<file path="src/rtl/dilithium_vy_pkg.sv">
// dilithium_vy_pkg: shared types, constants and operand sizing for the verify sequencer
package dilithium_vy_pkg;

    typedef enum logic [2:0] {SEG_RHO, SEG_C, SEG_Z, SEG_T1, SEG_MLEN, SEG_MSG, SEG_H} seg_e;
    typedef enum logic [2:0] {ST_IDLE, ST_START, ST_STREAM, ST_RESULT, ST_DONE} state_e;

    localparam logic [1:0] MODE_VERIFY = 2'd1;

    // MLEN and MSG are sized at run time; they report one word here
    function automatic int unsigned seg_words(seg_e s, int unsigned lvl, int unsigned w);
        int unsigned bits;
        bits = (s == SEG_RHO || s == SEG_C) ? 256 :
               s == SEG_Z  ? (lvl == 2 ? 18432 : lvl == 3 ? 25600 : 35840) :
               s == SEG_T1 ? (lvl == 2 ? 10240 : lvl == 3 ? 15360 : 20480) :
               s == SEG_H  ? (lvl == 2 ? 672 : lvl == 3 ? 488 : 664) : w;
        return (bits + w - 1) / w;
    endfunction

endpackage

</file>
<file path="src/rtl/vy_word_fifo.sv">
// vy_word_fifo: 2-deep word FIFO between the operand fetch and the core input
module vy_word_fifo #(
    parameter int W = 64
) (
    input  logic         clk,
    input  logic         rst_n,
    input  logic         push_i,
    input  logic         pop_i,
    input  logic [W-1:0] data_i,
    output logic [W-1:0] data_o,
    output logic         empty_o,
    output logic         full_o
);

    logic [W-1:0] mem_q [2];
    logic         wp_q, rp_q;
    logic [1:0]   cnt_q;

    assign data_o  = mem_q[rp_q];
    assign empty_o = cnt_q == 2'd0;
    assign full_o  = cnt_q == 2'd2;

    always_ff @(posedge clk or negedge rst_n) begin
        if (!rst_n) begin
            mem_q[0] <= '0;
            mem_q[1] <= '0;
            wp_q     <= 1'b0;
            rp_q     <= 1'b0;
            cnt_q    <= 2'd0;
        end else begin
            if (push_i) mem_q[wp_q] <= data_i;
            wp_q  <= wp_q ^ push_i;
            rp_q  <= rp_q ^ pop_i;
            cnt_q <= cnt_q + {1'b0, push_i} - {1'b0, pop_i};
        end
    end

endmodule

</file>
<file path="src/rtl/dilithium_vy_sequencer.sv">
// dilithium_vy_sequencer: fetches verify operands from RAM, streams them to the core
// in rho,c,z,t1,mlen,msg,h order and collects the accept/reject result word.
module dilithium_vy_sequencer
    import dilithium_vy_pkg::*;
#(
    parameter int W         = 64,
    parameter int SEC_LEVEL = 2,
    parameter int ADDR_W    = 12,
    parameter int MLEN_W    = 16
) (
    input  logic              clk,
    input  logic              rst_n,
    input  logic              go,
    input  logic [ADDR_W-1:0] base_addr,
    input  logic [MLEN_W-1:0] msg_len,
    output logic              mem_rd_en,
    output logic [ADDR_W-1:0] mem_addr,
    input  logic [W-1:0]      mem_rd_data,
    output logic              core_start,
    output logic [1:0]        core_mode,
    output logic              core_valid_i,
    output logic [W-1:0]      core_data_i,
    input  logic              core_ready_i,
    input  logic              core_valid_o,
    input  logic [W-1:0]      core_data_o,
    output logic              core_ready_o,
    output logic              busy,
    output logic              done,
    output logic              accept
);

    localparam int CW = 32;
    localparam logic [CW-1:0] ONE       = CW'(1);
    localparam logic [CW-1:0] RHO_WORDS = CW'(seg_words(SEG_RHO, SEC_LEVEL, W));
    localparam logic [CW-1:0] FIX_WORDS = CW'(seg_words(SEG_RHO, SEC_LEVEL, W) + seg_words(SEG_C, SEC_LEVEL, W)
                                            + seg_words(SEG_Z, SEC_LEVEL, W) + seg_words(SEG_T1, SEC_LEVEL, W)
                                            + seg_words(SEG_H, SEC_LEVEL, W)) + ONE;

    state_e            state_q;
    seg_e              rd_seg_q, nxt_seg;
    logic [CW-1:0]     rd_left_q, out_left_q, msg_words_q, go_msg_words, next_len;
    logic [ADDR_W-1:0] rd_addr_q;
    logic [MLEN_W-1:0] msg_len_q;
    logic              fetch_done_q, rd_mem_q, rd_mlen_q;
    logic              fifo_full, fifo_empty, push, pop, issue;
    logic [W-1:0]      push_data;
    logic [2:0]        fill_nxt;

    assign core_mode    = MODE_VERIFY;
    assign core_valid_i = !fifo_empty;
    assign pop          = core_valid_i && core_ready_i;
    assign push         = rd_mem_q || rd_mlen_q;
    assign push_data    = rd_mlen_q ? W'(msg_len_q) : mem_rd_data;
    // occupancy after this cycle's arrival and pop; a new read may only claim a free slot
    assign fill_nxt     = {1'b0, fifo_full, !fifo_empty && !fifo_full} + {2'b0, push} - {2'b0, pop};
    assign issue        = state_q == ST_STREAM && !fetch_done_q && fill_nxt < 3'd2;
    assign mem_rd_en    = issue && rd_seg_q != SEG_MLEN;
    assign mem_addr     = rd_addr_q;
    assign nxt_seg      = seg_e'(rd_seg_q + 3'd1);
    assign next_len     = nxt_seg == SEG_MSG ? msg_words_q : nxt_seg == SEG_MLEN ? ONE :
                          CW'(seg_words(nxt_seg, SEC_LEVEL, W));
    assign go_msg_words = msg_len == '0 ? ONE : (CW'(msg_len) * 8 + CW'(W - 1)) / CW'(W);

    vy_word_fifo #(.W(W)) u_fifo (
        .clk     (clk),
        .rst_n   (rst_n),
        .push_i  (push),
        .pop_i   (pop),
        .data_i  (push_data),
        .data_o  (core_data_i),
        .empty_o (fifo_empty),
        .full_o  (fifo_full)
    );

    always_ff @(posedge clk or negedge rst_n) begin
        if (!rst_n) begin
            state_q      <= ST_IDLE;
            rd_seg_q     <= SEG_RHO;
            rd_left_q    <= '0;
            out_left_q   <= '0;
            msg_words_q  <= '0;
            rd_addr_q    <= '0;
            msg_len_q    <= '0;
            fetch_done_q <= 1'b0;
            rd_mem_q     <= 1'b0;
            rd_mlen_q    <= 1'b0;
            core_start   <= 1'b0;
            core_ready_o <= 1'b0;
            busy         <= 1'b0;
            done         <= 1'b0;
            accept       <= 1'b0;
        end else begin
            rd_mem_q  <= mem_rd_en;
            rd_mlen_q <= issue && rd_seg_q == SEG_MLEN;
            if (issue) begin
                if (rd_seg_q != SEG_MLEN) rd_addr_q <= rd_addr_q + ADDR_W'(1);
                if (rd_left_q == ONE) begin
                    fetch_done_q <= rd_seg_q == SEG_H;
                    rd_seg_q     <= nxt_seg;
                    rd_left_q    <= next_len;
                end else begin
                    rd_left_q <= rd_left_q - ONE;
                end
            end
            if (pop) out_left_q <= out_left_q - ONE;
            case (state_q)
                ST_IDLE: if (go) begin
                    msg_len_q    <= msg_len;
                    msg_words_q  <= go_msg_words;
                    rd_addr_q    <= base_addr;
                    rd_seg_q     <= SEG_RHO;
                    rd_left_q    <= RHO_WORDS;
                    out_left_q   <= FIX_WORDS + go_msg_words;
                    fetch_done_q <= 1'b0;
                    busy         <= 1'b1;
                    core_start   <= 1'b1;
                    accept       <= 1'b0;
                    state_q      <= ST_START;
                end
                ST_START: begin
                    core_start <= 1'b0;
                    state_q    <= ST_STREAM;
                end
                ST_STREAM: if (pop && out_left_q == ONE) begin
                    core_ready_o <= 1'b1;
                    state_q      <= ST_RESULT;
                end
                ST_RESULT: if (core_valid_o) begin
                    accept       <= core_data_o == '0;
                    core_ready_o <= 1'b0;
                    done         <= 1'b1;
                    busy         <= 1'b0;
                    state_q      <= ST_DONE;
                end
                ST_DONE: begin
                    done    <= 1'b0;
                    state_q <= ST_IDLE;
                end
                default: state_q <= ST_IDLE;
            endcase
        end
    end

endmodule

</file>
<file path="config.mk">
export PLATFORM = sky130hd
export DESIGN_NAME = dilithium_vy_sequencer
export DESIGN_NICKNAME = d
export VERILOG_FILES = /design/src/rtl/dilithium_vy_pkg.sv /design/src/rtl/vy_word_fifo.sv /design/src/rtl/dilithium_vy_sequencer.sv
export SDC_FILE = /design/constraint.sdc
export NUM_CORES = 1
export LEC_CHECK = 0
export ABC_AREA = 0
export CORE_MARGIN = 5
export CORE_UTILIZATION = 48
export CTS_CLUSTER_DIAMETER = 200
export CTS_CLUSTER_SIZE = 20
export DETAILED_ROUTE_END_ITERATION = 10
export PLACE_DENSITY = 0.78
export SLEW_MARGIN = 5
export SYNTH_ARGS = -nofsm -noshare
export SYNTH_HDL_FRONTEND = slang
export SYNTH_SLANG_ARGS = --single-unit
</file>
<file path="constraint.sdc">
create_clock -name clk -period 3.2 [get_ports clk]
set_clock_uncertainty 0.1 [all_clocks]
set_input_delay 0.64 -clock clk [delete_from_list [all_inputs] [get_ports clk]]
set_output_delay 0.64 -clock clk [all_outputs]
set_load 0.01 [all_outputs]
</file>
==> flow_summary_export.csv, run 1 <==
group,metric,value,unit
critical_path,critPathLaunchType,"flip-flop",
power,p_per_area,910.6,nW/um^2
final_layout,fin_util,0.6185,
power,comb_power_share,0.500,
placement,dp_cells,1829,
final_layout,areaGrowthSynthToFinish,27.34,%
synth,synth-seq-area-share,0.4831,
clock_tree,cts_tree,"yes",
floorplan,ioPinCount,246,
final_layout,layout-drive-gt1-share,0.1748,
clock_tree,clk_latency,0.49,ns
clock_tree,cts-htree-levels,1,
clock_tree,clock-sinks,252,
route,firstDrtPassIters,6,
route,postRouteAntennaNets,0,
sta,max-slew-margin-rel,0.3957,
synth,ys_ff_latch,252,
critical_path,path_max_fanout,2,
floorplan,dieWidth,174.9,um
synth,synthTopCellsByCount,"dfrtp_1, mux2_2, nor2_1",
power,switchingPower,5.594,mW
sta,setup_viol,0,
power,cellLeakagePower,6.841,nW
synth,synthesis.area,13050,sq um
route,totalWireLength,33240,um
placement,post_dp_cell_area,16160,sq um
sta,worst_slack,0.09747,ns
sta,tightestPinTransition,0.9065,ns
power,finalPower,15.14,mW
synth,ys.flop_type,"dfrtp_1",
synth,synth-edff-count,0,
final_layout,instances_no_fill,1851,
power,switching_share,0.3696,
critical_path,endpoint_kind,"output pin",
run,maxCapViolations,0,
run_status,status,"completed",
worst_hold_path,hold_path_class,"input port to asynchronous set/reset pin",
power,cellInternalPower,9.542,mW
critical_path,arrival,2.36,ns
power,power.share.sequential,0.366,
clock_tree,numCtsBuffers,16,
route,viasPerCell,5.660,
sta,timing.hold.ws,0.05123,ns
sta,final_hold_viol_count,0,
clock_tree,clockRootBuffer,"clkbuf_16",
synth,netlist_instances,1261,
power,power.share.clock,0.134,
synth,synth_fa_ha_area_frac,0.01917,
global_route,grt_max_degree,87,
synth,synth_area_per_cell,10.35,sq um
synth,async_flop_share,1.000,
sta,rsz0062_at_grt,"false",
synth,synth_most_common_cell,"dfrtp_1",
critical_path,r2r_slack,0.24,ns
floorplan,initial_utilization,0.4857,
sta,slew_violations,0,
synth,muxShareOfSynthArea,0.1565,
floorplan,die_y,174.9,um
floorplan,rows,60,
clock_tree,cts_buffer_depth,3,
final_layout,fin_nets,1689,
synth,synth_top_cell_by_area,"dfrtp_1",
final_layout,n_antenna_cell,0,
clock_tree,path_clk_slew,0.10,ns
placement,io_buffers,243,
sta,finalCritPeriodShare,0.9695,
synth,synth_top_family_by_area,"simple AND/OR/NAND/NOR gates",
clock_tree,cts-hold-fix-buffers,0,
critical_path,required,2.46,ns
power,ir_drop,0.4797,mV
route,drc,0,
sta,fin_setup_tns,0,ns
critical_path,critical_path_class,"flip-flop to output pin",
placement,gp_congestion,0.9149,
placement,hpwl,23550,um
global_route,grt_pass1_wl,55610,um
global_route,track_usage,0.2138,
floorplan,die_area,30590,sq um
global_route,grt.overflow.total,0,
synth,yosysTopAreaCellShare,0.4831,
sta,period_minus_slack,3.103,ns
route,wire_per_inst,17.96,um
synth,synthSimpleGateAreaFrac,0.1849,
final_layout,final_design_area_no_fill,16620,sq um
placement,place_ws,-0.2866,ns
floorplan,coreArea,26880,sq um
route,vias,10476,
global_route,antenna_found_initial,0,
global_route,grt_pass1_vias,10942,
synth,synth_xor_area_frac,0.04246,
synth,synthTopCellsByArea,"dfrtp_1, mux2_2, nor2_1, nand2_1, nor2b_1",
sta,max_clock_freq,322.3,MHz
route,drtIter0Drc,788,
synth,synth_cell_types,61,
synth,synth_nets,1442,
synth,yosys_warnings,0,
synth,synth_compound_area_frac,0.08166,
area by class of cell:
class | instances | area, sq um
well taps | 341 | 426.7
fillers | 2159 | 10250
clock buffers | 19 | 432.9
clock inverters | 1 | 8.758
multi-input cells | 905 | 6359
flip-flops and latches | 252 | 6309
inverters | 29 | 108.9
repair buffers | 304 | 2978
registers in the layout, summed over array words and instances, names as in the netlist, 2 cells and up:
| name | cells |
|---|---|
| mem_addr | 12 |
| msg_len_q | 16 |
| msg_words_q | 14 |
| out_left_q | 32 |
| rd_left_q | 32 |
| rd_seg_q | 3 |
| state_q | 3 |
| u_fifo.cnt_q | 2 |
| u_fifo.mem_q | 128 |
cells by family (layout without fill, tap and decap cells):
| kind of cell | count (synthesis) | after routing |
|---|---|---|
| AO/OA/AOI/OAI | 178 | 178 |
| XOR/XNOR | 60 | 60 |
| adder cells (fa/ha/maj) | 20 | 20 |
| buffers and inverters | 104 | 353 |
| flip-flops | 252 | 252 |
| multiplexers | 184 | 184 |
| other | 2 | 2 |
| AND/OR/NAND/NOR | 461 | 461 |
worst max-delay path: stages (launching register included):
cell,delay [ns]
dfrtp_1,0.39
or2_4,0.27
nand2_2,0.09
inv_2,0.05
ha_1,0.28
o21ba_2,0.25
xnor3_1,0.25
nand3_2,0.11
inv_2,0.05
buf_2,0.13
cells in the final DEF, fill, tap and decap left out, types with 6 or more instances in the layout:
| cell type | Yosys | layout |
|---|---|---|
| a21oi_1 | 60 | 60 |
| a31oi_1 | 15 | 15 |
| and2_1 | 8 | 8 |
| and4_1 | 9 | 9 |
| buf_12 | 0 | 7 |
| buf_4 | 3 | 54 |
| clkbuf_16 | 0 | 17 |
| clkdlybuf4s50_1 | 0 | 241 |
| dfrtp_1 | 252 | 250 |
| ha_1 | 20 | 18 |
| inv_1 | 29 | 27 |
| mux2_2 | 161 | 161 |
| mux2i_1 | 23 | 23 |
| nand2_1 | 95 | 93 |
| nand3_1 | 36 | 35 |
| nand4_1 | 33 | 33 |
| nor2_1 | 98 | 98 |
| nor2b_1 | 50 | 50 |
| nor3_1 | 33 | 32 |
| nor4_1 | 32 | 32 |
| o21ai_0 | 57 | 57 |
| o31ai_1 | 6 | 6 |
| or3_1 | 26 | 26 |
| or4_1 | 17 | 17 |
| xnor2_1 | 33 | 33 |
| xor2_1 | 25 | 25 |
layer usage:
| metal | up-vias | part of all wire | routed length [um] | GRT usage |
|---|---|---|---|---|
| met3 | 47 | 0.060 | 1984 | 0.03397 |
| met4 | 0 | 0.018 | 588 | 0.04452 |
| met1 | 5135 | 0.43 | 14230 | 0.2889 |
| met5 | - | 0 | 0 | 0 |
| met2 | 330 | 0.49 | 16440 | 0.3674 |
| li1 | 4964 | - | - | - |
power by group through the flow:
stage                     clock (mW)  sequential (mW)  combinational, mW
final                           2.02             5.54               7.57
after global routing            2.19             5.72               8.28
after CTS                       2.08             5.53               7.61
after detailed placement           0             5.59               7.54
after global placement             0             5.48               7.36
after floorplan                    0             5.31               4.69
what timing repair did:
item | in CTS | in global routing
setup buffers | 2 | 0
gates resized for setup | 7 | 1
setup endpoints to repair | 1 | 1
worst paths after layout:
check | from | depth (start not counted) | end
hold reg to reg | msg_len_q[9] | 2 | msg_len_q[9]
setup reg to reg | u_fifo.cnt_q[0] | 9 | mem_addr[11]
max in group asynchronous | rst_n | 2 | u_fifo.mem_q[10]
min in group clk | msg_len_q[9] | 2 | msg_len_q[9]
hold / removal | rst_n | 1 | rd_left_q[30]
setup / recovery | u_fifo.cnt_q[0] | 9 | mem_rd_en
Note: power is estimated with default switching activity, not from simulation.
==> inputs of run 2 (changes only) <==
- ABC_AREA: 0 -> 1
==> flow_summary_export.csv, run 2 <==
group,metric,value,unit
synth,synthTopCellsByArea,"dfrtp_1, nand2_1, o21ai_0, nand3_1, inv_1",
synth,synth_nets,1999,
final_layout,fill_cells,2457,
critical_path,cp.buffers_inverters,3,
clock_tree,cts_tree,"yes",
clock_tree,path_clk_slew,0.08,ns
run_status,status,"completed",
route,viasPerCell,5.318,
synth,async_flop_share,1.000,
final_layout,regMostFlops,"u_fifo.mem_q",
synth,synth_cell_types,45,
route,drtIter0Drc,1055,
critical_path,path_max_fanout,44,
power,ir_drop,0.4241,mV
synth,synth_most_common_cell,"nand2_1",
sta,finalCritPeriodShare,0.9587,
critical_path,arrival,2.33,ns
critical_path,max_stage_delay,0.60,ns
final_layout,fin_util,0.6094,
placement,gp_congestion,0.9109,
synth,synthesis.area,13580,sq um
sta,final_hold_viol_count,0,
critical_path,required,2.46,ns
placement,io_buffers,243,
synth,synth_top_cell_by_area,"dfrtp_1",
critical_path,crit_family,"buffers and inverters",
final_layout,final_cell_mix,"nand2_1, dfrtp_1, clkdlybuf4s50_1",
run,maxCapViolations,0,
clock_tree,clockRootBuffer,"clkbuf_16",
synth,yosys_warnings,0,
final_layout,instances_no_fill,2415,
sta,tightestPinTransition,0.8465,ns
route,totalWireLength,38010,um
sta,worst_slack,0.1322,ns
sta,max_clock_freq,326.0,MHz
route,firstDrtPassIters,6,
route,postRouteAntennaNets,0,
synth,synth-edff-count,0,
global_route,track_usage,0.2354,
final_layout,areaGrowthSynthToFinish,25.04,%
global_route,antenna_found_initial,1,
placement,dp_cells,2396,
clock_tree,clock-sinks,252,
global_route,grt.overflow.total,0,
clock_tree,numCtsBuffers,16,
floorplan,rows,61,
synth,synth-seq-area-share,0.4645,
floorplan,coreArea,27860,sq um
final_layout,multi_input_area,6266,sq um
placement,place_ws,-0.1656,ns
route,wire_per_inst,15.74,um
sta,max-slew-margin-rel,0.4350,
clock_tree,cts_buffer_depth,3,
sta,slew_violations,0,
worst_hold_path,hold_path_class,"input port to asynchronous set/reset pin",
final_layout,fin_nets,2217,
sta,rsz0062_at_grt,"false",
critical_path,cpMaxStageDelayCell,"dfrtp_4",
clock_tree,clk_latency,0.50,ns
clock_tree,post-cts-setup-buffers,0,
floorplan,initial_utilization,0.4874,
placement,hpwl,27730,um
final_layout,regArea,6310,sq um
critical_path,critPathLaunchType,"flip-flop",
global_route,grt_max_degree,97,
power,finalPower,8.154,mW
synth,ys.flop_type,"dfrtp_1",
route,drc,0,
final_layout,layout-drive-gt1-share,0.04516,
critical_path,endpoint_kind,"output pin",
synth,ys_ff_latch,252,
final_layout,largestRegisters,"u_fifo.mem_q x128, out_left_q x32, rd_left_q x32",
final_layout,n_antenna_cell,0,
floorplan,die_y,178.2,um
synth,synthTopCellsByCount,"nand2_1, dfrtp_1, o21ai_0",
critical_path,path_cells,"buf_12, buf_4, o21ai_0, clkdlybuf4s50_1",
floorplan,ioPinCount,246,
sta,setup_viol,0,
global_route,grt_pass1_vias,12518,
power,p_per_area,480.3,nW/um^2
sta,fin_setup_tns,0,ns
synth,synth_area_per_cell,7.468,sq um
global_route,grt_pass1_wl,61870,um
floorplan,dieWidth,178.2,um
synth,netlist_instances,1818,
critical_path,critical_path_class,"flip-flop to output pin",
power,cellLeakagePower,8.142,nW
route,vias,12844,
clock_tree,cts-htree-levels,1,
final_layout,layout_commonest_cell,"nand2_1",
sta,period_minus_slack,3.068,ns
floorplan,die_area,31750,sq um
final_layout,largest_reg_flops,128,
synth,yosysTopAreaCellShare,0.4645,
[run 2: cell types whose count changed in the layout (fill, tap and decap cells not counted), moves of 29 or more]
cell | previous run | this run
nand2_1 | 93 | 505
mux2_2 | 161 | 0
o21ai_0 | 57 | 218
nor2b_1 | 50 | 0
a21oi_1 | 60 | 31
inv_1 | 27 | 176
nor2_1 | 98 | 176
nand3_1 | 35 | 158
[run 2: final cells by class]
| cell class | count | share of cell area |
|---|---|---|
| sequential | 252 | 0.3717 |
| inverter | 186 | 0.04120 |
| multi-input combinational | 1303 | 0.3691 |
| tap | 378 | 0.02786 |
| clock buffer | 18 | 0.02528 |
| timing repair buffer | 277 | 0.1644 |
| clock inverter | 1 | 0.0005159 |
[run 2: per-stage QoR]
stage	instance area, sq um	hold slack [ns]
floorplan	13580	0.2444
global placement	16540	0.3604
detailed placement	16540	0.3649
CTS	16970	0.1054
global route	16980	0.1392
finish	16980	0.08583
[run 2: path summary, 6_finish.rpt]
path / start / end / slack, ns / cells past startpoint
setup / recovery: u_fifo.rp_q / core_data_i[19] / 0.13 / 4
hold / removal: rst_n / u_fifo.mem_q[115] / 0.09 / 1
setup reg to reg: u_fifo.cnt_q[0] / rd_left_q[9] / 0.71 / 15
hold reg to reg: busy / busy / 0.38 / 2
max in group asynchronous: rst_n / rd_left_q[16] / 2.13 / 2
min in group clk: busy / busy / 0.38 / 2
[run 2: per-layer routing]
metal | GRT usage | wire (um) | up-vias
li1 | - | - | 6297
met3 | 0.03624 | 2758 | 57
met1 | 0.3263 | 16550 | 6060
met2 | 0.3925 | 17960 | 428
met4 | 0.05500 | 729 | 2
met5 | 0 | 7 | -
[run 2: where the power goes]
part	switching (mW)	internal (mW)
registers	0.156	3.29
logic	1.39	1.31
clock network	1.04	0.958
total	2.59	5.56
[run 2: cell families after synthesis]
group	after synthesis	synth area share
AOI/OAI and AO/OA	279	0.1074
xor gates and xnor gates	35	0.02258
adders and majority gates	20	0.01843
buffers and inverters	263	0.07492
DFF	252	0.4645
muxes	16	0.01180
other	2	0.0005532
and+or+nand+nor	951	0.2999
[run 2: what timing repair did]
| item | CTS | global route |
|---|---|---|
| setup endpoints to repair | 15 | 5 |
| resized for setup | 3 | 1 |
| pin swaps | 0 | 0 |
| hold buffers | 0 | 0 |
